--- src/rtl/enigma_pkg.sv ---
// Shared constants, FSM state type and ASCII classification helpers for the
// Enigma stage driver.
package enigma_pkg;

    localparam logic [7:0]  ASCII_A      = 8'h41;
    localparam logic [7:0]  ASCII_Z      = 8'h5A;
    localparam logic [7:0]  ASCII_LA     = 8'h61;
    localparam logic [7:0]  ASCII_LZ     = 8'h7A;
    localparam int unsigned NUM_LETTERS  = 26;
    localparam int unsigned IDX_W        = 208;
    localparam logic [7:0]  TIMEOUT_CHAR = 8'h3F;

    typedef enum logic [1:0] {
        IDLE,
        ISSUE,
        WAIT,
        OUT
    } state_t;

    function automatic logic is_upper(input logic [7:0] c);
        return (c >= ASCII_A) && (c <= ASCII_Z);
    endfunction

    function automatic logic is_lower(input logic [7:0] c);
        return (c >= ASCII_LA) && (c <= ASCII_LZ);
    endfunction

endpackage

--- src/rtl/enigma_char_fifo.sv ---
// Synchronous show-ahead FIFO holding {dec, char} entries for the stage driver.
module enigma_char_fifo #(
    parameter int unsigned DEPTH = 8,
    parameter int unsigned WIDTH = 9
) (
    input  logic             clk,
    input  logic             reset_n,
    input  logic             push_i,
    input  logic [WIDTH-1:0] wdata_i,
    input  logic             pop_i,
    output logic [WIDTH-1:0] rdata_o,
    output logic             full_o,
    output logic             empty_o
);

    localparam int unsigned AW = $clog2(DEPTH);

    logic [WIDTH-1:0] mem_q [DEPTH];
    logic [AW-1:0]    wr_ptr_q;
    logic [AW-1:0]    rd_ptr_q;
    logic [AW:0]      count_q;
    logic             do_push;
    logic             do_pop;

    assign empty_o = (count_q == '0);
    assign full_o  = (count_q == (AW + 1)'(DEPTH));
    assign do_pop  = pop_i && !empty_o;
    // A full FIFO still accepts a push when an entry leaves in the same cycle.
    assign do_push = push_i && (!full_o || do_pop);
    assign rdata_o = mem_q[rd_ptr_q];

    always_ff @(posedge clk) begin
        if (do_push) begin
            mem_q[wr_ptr_q] <= wdata_i;
        end
    end

    always_ff @(posedge clk) begin
        if (!reset_n) begin
            wr_ptr_q <= '0;
            rd_ptr_q <= '0;
            count_q  <= '0;
        end else begin
            if (do_push) begin
                wr_ptr_q <= wr_ptr_q + 1'b1;
            end
            if (do_pop) begin
                rd_ptr_q <= rd_ptr_q + 1'b1;
            end
            case ({do_push, do_pop})
                2'b10:   count_q <= count_q + 1'b1;
                2'b01:   count_q <= count_q - 1'b1;
                default: count_q <= count_q;
            endcase
        end
    end

endmodule

--- src/rtl/enigma_stage_driver.sv ---
// Initiator for one Enigma substitution stage: loads the wiring table, buffers
// characters, dispatches letters one at a time and returns results with a timeout.
module enigma_stage_driver #(
    parameter int unsigned DEPTH   = 8,
    parameter int unsigned TIMEOUT = 15
) (
    input  logic         clk,
    input  logic         reset_n,
    input  logic         cfg_clr,
    input  logic         cfg_wr,
    input  logic [7:0]   cfg_byte,
    output logic         cfg_ready,
    output logic         cfg_loaded,
    output logic         cfg_err,
    input  logic         in_valid,
    input  logic [7:0]   in_data,
    input  logic         in_dec,
    output logic         in_ready,
    output logic         st_set,
    output logic [207:0] st_idx,
    output logic         st_valid,
    output logic [7:0]   st_din,
    output logic         st_dec,
    input  logic [7:0]   st_dout,
    input  logic         st_done,
    output logic         out_valid,
    output logic [7:0]   out_data,
    input  logic         out_ready,
    output logic         err_timeout
);

    import enigma_pkg::*;

    localparam logic [7:0] TIMER_LAST = 8'(TIMEOUT - 1);

    state_t             state_q;
    logic [7:0]         timer_q;
    logic [4:0]         cfg_cnt_q;
    logic               cfg_loaded_q;
    logic               cfg_err_q;
    logic               st_set_q;
    logic [IDX_W-1:0]   idx_q;
    logic               st_valid_q;
    logic [7:0]         st_din_q;
    logic               st_dec_q;
    logic               out_valid_q;
    logic [7:0]         out_data_q;
    logic               err_timeout_q;

    logic               fifo_full;
    logic               fifo_empty;
    logic               fifo_push;
    logic               fifo_pop;
    logic [8:0]         fifo_rdata;
    logic [7:0]         pop_char;
    logic               pop_dec;
    logic [7:0]         letter_d;
    logic               is_letter_d;
    logic               cfg_accept;

    assign cfg_ready  = (state_q == IDLE) && fifo_empty;
    assign cfg_accept = cfg_wr && cfg_ready;
    assign in_ready   = cfg_loaded_q && !fifo_full;
    assign fifo_push  = in_valid && in_ready;
    assign fifo_pop   = (state_q == IDLE) && !fifo_empty;

    assign pop_dec     = fifo_rdata[8];
    assign pop_char    = fifo_rdata[7:0];
    assign is_letter_d = is_upper(pop_char) || is_lower(pop_char);
    assign letter_d    = is_lower(pop_char) ? pop_char - (ASCII_LA - ASCII_A) : pop_char;

    enigma_char_fifo #(
        .DEPTH (DEPTH),
        .WIDTH (9)
    ) u_fifo (
        .clk     (clk),
        .reset_n (reset_n),
        .push_i  (fifo_push),
        .wdata_i ({in_dec, in_data}),
        .pop_i   (fifo_pop),
        .rdata_o (fifo_rdata),
        .full_o  (fifo_full),
        .empty_o (fifo_empty)
    );

    // Wiring-table loader; slot k lives at [IDX_W-1-8k -: 8].
    always_ff @(posedge clk) begin
        if (!reset_n) begin
            cfg_cnt_q    <= '0;
            cfg_loaded_q <= 1'b0;
            cfg_err_q    <= 1'b0;
            st_set_q     <= 1'b0;
            idx_q        <= '0;
        end else begin
            st_set_q <= 1'b0;
            if (cfg_clr) begin
                cfg_cnt_q    <= '0;
                cfg_loaded_q <= 1'b0;
                cfg_err_q    <= 1'b0;
            end else if (cfg_accept) begin
                if (!is_upper(cfg_byte)) begin
                    cfg_err_q    <= 1'b1;
                    cfg_cnt_q    <= '0;
                    cfg_loaded_q <= 1'b0;
                end else begin
                    for (int unsigned k = 0; k < NUM_LETTERS; k++) begin
                        if (cfg_cnt_q == 5'(k)) begin
                            idx_q[IDX_W - 1 - 8 * k -: 8] <= cfg_byte;
                        end
                    end
                    if (cfg_cnt_q == 5'(NUM_LETTERS - 1)) begin
                        cfg_cnt_q    <= '0;
                        cfg_loaded_q <= 1'b1;
                        st_set_q     <= 1'b1;
                    end else begin
                        cfg_cnt_q    <= cfg_cnt_q + 1'b1;
                        cfg_loaded_q <= 1'b0;
                    end
                end
            end
        end
    end

    always_ff @(posedge clk) begin
        if (!reset_n) begin
            state_q       <= IDLE;
            timer_q       <= '0;
            st_valid_q    <= 1'b0;
            st_din_q      <= '0;
            st_dec_q      <= 1'b0;
            out_valid_q   <= 1'b0;
            out_data_q    <= '0;
            err_timeout_q <= 1'b0;
        end else begin
            if (cfg_clr) begin
                err_timeout_q <= 1'b0;
            end
            case (state_q)
                IDLE: begin
                    if (!fifo_empty) begin
                        if (is_letter_d) begin
                            st_valid_q <= 1'b1;
                            st_din_q   <= letter_d;
                            st_dec_q   <= pop_dec;
                            state_q    <= ISSUE;
                        end else begin
                            out_valid_q <= 1'b1;
                            out_data_q  <= pop_char;
                            state_q     <= OUT;
                        end
                    end
                end
                ISSUE: begin
                    st_valid_q <= 1'b0;
                    timer_q    <= '0;
                    state_q    <= WAIT;
                end
                WAIT: begin
                    if (st_done) begin
                        out_data_q  <= st_dout;
                        out_valid_q <= 1'b1;
                        state_q     <= OUT;
                    end else if (timer_q == TIMER_LAST) begin
                        out_data_q    <= TIMEOUT_CHAR;
                        out_valid_q   <= 1'b1;
                        err_timeout_q <= 1'b1;
                        state_q       <= OUT;
                    end else begin
                        timer_q <= timer_q + 1'b1;
                    end
                end
                OUT: begin
                    if (out_ready) begin
                        out_valid_q <= 1'b0;
                        state_q     <= IDLE;
                    end
                end
                default: state_q <= IDLE;
            endcase
        end
    end

    assign cfg_loaded  = cfg_loaded_q;
    assign cfg_err     = cfg_err_q;
    assign st_set      = st_set_q;
    assign st_idx      = idx_q;
    assign st_valid    = st_valid_q;
    assign st_din      = st_din_q;
    assign st_dec      = st_dec_q;
    assign out_valid   = out_valid_q;
    assign out_data    = out_data_q;
    assign err_timeout = err_timeout_q;

endmodule
--- config.mk ---
export PLATFORM = sky130hd
export DESIGN_NAME = enigma_stage_driver
export DESIGN_NICKNAME = d
export VERILOG_FILES = /design/src/rtl/enigma_pkg.sv /design/src/rtl/enigma_char_fifo.sv /design/src/rtl/enigma_stage_driver.sv
export SDC_FILE = /design/constraint.sdc
export NUM_CORES = 1
export LEC_CHECK = 0
export CAP_MARGIN = 30
export CORE_ASPECT_RATIO = 0.9
export CORE_MARGIN = 2
export CORE_UTILIZATION = 45
export DETAILED_ROUTE_END_ITERATION = 8
export PLACE_DENSITY = 0.78
export SYNTH_ARGS = -nofsm -noshare
export SYNTH_HDL_FRONTEND = slang
export SYNTH_SLANG_ARGS = --single-unit
--- constraint.sdc ---
create_clock -name clk -period 3.9 [get_ports clk]
set_input_delay 0.78 -clock clk [delete_from_list [all_inputs] [get_ports clk]]
set_output_delay 0.78 -clock clk [all_outputs]
set_load 0.01 [all_outputs]
==> flow_summary.json <==
{
  "outcome": "completed",
  "grt_pass1_wl_um": 48780,
  "rsz0062_at_grt": "no",
  "drive_gt1_share_pct": 7.619,
  "final_cell_mix": "clkdlybuf4s50_1 (263), dfxtp_1 (259), nor2_1 (175)",
  "drc": 0,
  "first_pass_iters": 5,
  "final_area_um2": 16480,
  "clock_skew_ns": 0.02113,
  "placed_area_um2": 15300,
  "synth-edff-count": 72,
  "netlist_instances": 1078,
  "wl_um": 31990,
  "critPathTopFamily": "compound AO/OA/AOI/OAI gates",
  "num_vias": 8998,
  "synth_area_um2": 12300,
  "worstSetupPathType": "flip-flop to flip-flop",
  "cts_tree": "done",
  "layout.nets": 1391,
  "hold_depth": 2,
  "hold_start": "st_din[5]",
  "seqCellArea_um2": 7347,
  "clk_pin_slew_ns": 0.06,
  "port_buffers": 264,
  "start_util_pct": 45.63,
  "grt_max_degree": 84,
  "antenna_found_initial": 0,
  "path_cells": "buf_4 > mux4_2 > mux2i_1 > inv_1 > ha_1 > o211a_1 > o221ai_2 > nor2_1 > o221a_2",
  "endpoint_kind": "flip-flop",
  "fillers": 2151,
  "power_density_nw_per_um2": 447.3,
  "syn2layout_area_growth_pct": 33.94,
  "grt.total_usage_pct": 21.70,
  "clock.fmax_ghz": 0.3120,
  "synth_seq_cells": 331,
  "cpPeakStageDelay_ns": 0.54,
  "worst_slew_pin_slew_ns": 0.7950,
  "reg2reg_depth": 9,
  "post-route-period-util_pct": 82.19,
  "setup_viol": 0,
  "setup.worst_path.start_class": "flip-flop",
  "cts_made_buffers": 36,
  "final-hold-violation-count": 0,
  "p_leak_nw": 6.897,
  "synth-warning-count": 0,
  "clk_latency_ns": 0.50,
  "worstPathMaxFanout": 18,
  "ys.flop_type": "dfxtp_1",
  "slew_viol_final": 0,
  "relSlewSlack_pct": 46.59,
  "grt_overflow": 0,
  "cts.repair.resized": 0,
  "final_common_cell": "clkdlybuf4s50_1",
  "vdd_drop_max_uv": 222.4,
  "dieWidth_um": 178.3,
  "die_area_um2": 28680,
  "rows": 57,
  "fin_crit_ns": 3.205,
  "htreeDepth": 2,
  "max_cap_viol_count": 0,
  "wl_per_cell_um": 18.61,
  "pin_count": 265,
  "cts_buffer_depth": 3,
  "core_region_area_um2": 26960,
  "ys_seq_area_share_pct": 59.72,
  "antenna_cells": 0,
  "min_path_type": "flip-flop to flip-flop",
  "drtIter0Drc": 515,
  "post-dp-hpwl_um": 21960,
  "viasPerCell": 5.234,
  "cp.arrival_ns": 3.59,
  "worst-path-stages": 9,
  "ys_types": 57,
  "gp_congestion": 0.8425,
  "fin_tns_setup_ns": 0,
  "clock-sinks": 331,
  "fp.dieH_um": 160.9,
  "synth.net_count": 1129,
  "cts_hold_buf": 0,
  "cts_setup_buffers": 0,
  "post-route-util_pct": 61.12,
  "crit_buf_inv": 2,
  "drtAntennaViolNets": 0,
  "avgSynthCellArea_um2": 11.41,
  "required_ns": 4.28,
  "async_flop_share_pct": 0,
  "multi_input_area_um2": 4501,
  "grt_pass1_vias": 8608,
  "cp_slowest_cell": "mux4_2",
  "cts_root_buf": "clkbuf_16"
}
-- cell usage after synthesis, types with 2 or more instances --
cell	instances	area share, %
and3_1	56	2.8
and2_1	3	0.15
nor2b_1	4	0.20
xor2_1	9	0.64
nand2b_1	5	0.25
a21oi_1	48	2.0
ha_1	18	1.8
clkbuf_1	55	1.7
nand3b_1	2	0.12
xnor2_1	3	0.21
and4_1	3	0.21
dfxtp_1	259	42
inv_1	42	1.3
nand2_1	43	1.3
or4_1	2	0.12
o21ai_0	8	0.33
buf_1	4	0.12
buf_6	3	0.27
nand3_1	38	1.5
nor2_1	175	5.3
mux4_2	10	1.8
clkbuf_8	2	0.22
mux2_2	5	0.46
a31oi_1	2	0.10
a211oi_1	5	0.31
mux4_1	8	1.7
a21o_1	2	0.12
nor3b_1	4	0.24
o221ai_1	6	0.43
nor3_1	10	0.41
nand4_1	2	0.10
or3_1	4	0.20
edfxtp_1	72	18
mux2i_1	143	12
-- report_power, final --
part / internal, W / leakage (nW) / switching, W
sequential: 0.00354 / 2.73 / 0.0000277
combinational: 0.000187 / 3.60 / 0.000268
clock: 0.00202 / 0.566 / 0.00132
-- cell type report --
| cell class | instances | area share, % |
|---|---|---|
| Sequential cell | 331 | 44.59 |
| Multi-Input combinational cell | 639 | 27.31 |
| Timing Repair Buffer | 290 | 17.27 |
| Clock buffer | 55 | 6.462 |
| Tap cell | 354 | 2.688 |
| Inverter | 42 | 0.9872 |
| Clock inverter | 8 | 0.6910 |
-- flip-flops by register name (all words and copies together) (netlist names), 2 cells and up, named ones only --
register / flops
state_q: 2
u_fifo.mem_q: 72
u_fifo.wr_ptr_q: 3
out_data: 8
u_fifo.count_q: 4
timer_q: 8
cfg_cnt_q: 5
st_din: 8
u_fifo.rd_ptr_q: 3
st_idx: 208
-- final timing paths --
path	to	slack (ns)
setup reg to reg	st_din[6]	0.69
hold / removal	st_din[5]	0.44
hold reg to reg	st_din[5]	0.44
setup / recovery	st_din[6]	0.69
-- kinds of logic (layout without fill, tap and decap cells) --
logic type	Yosys count	in the layout	synth area share, %
buf+inv	108	395	3.692
xor+xnor	12	12	0.8544
simple gates	358	358	13.56
mux	166	166	15.63
flops	331	331	59.72
fa+ha+maj	19	19	1.994
compound gates	84	84	4.546
-- worst reg2reg max path: stages (launching register included) --
cell	delay, ns
dfxtp_1	0.32
buf_4	0.31
mux4_2	0.55
mux2i_1	0.36
inv_1	0.15
ha_1	0.23
o211a_1	0.27
o221ai_2	0.35
nor2_1	0.23
o221a_2	0.32
-- stage by stage --
| step | worst slack [ns] | std cells | power, W | hold slack [ns] |
|---|---|---|---|---|
| final | 0.6947 | 1719 | 0.007370 | 0.4390 |
| after global routing | 0.4229 | 1719 | 0.007601 | 0.4565 |
| after CTS | 0.6612 | 1719 | 0.007432 | 0.4408 |
| after detailed placement | 0.3639 | 1656 | 0.004097 | 0.4304 |
| after global placement | 0.4073 | 1656 | 0.004090 | 0.4211 |
| after floorplan | 1.117 | 1078 | 0.003896 | 0.4541 |
-- metal layers --
metal / vias up / share of wire (%) / global-route usage (%)
met1: 4364 / 43 / 28.49
met4: 0 / 2.8 / 6.763
met5: - / 0 / 0
met2: 316 / 47 / 35.78
li1: 4258 / - / -
met3: 60 / 7.2 / 4.782
Note: power is estimated with default switching activity, not from simulation.
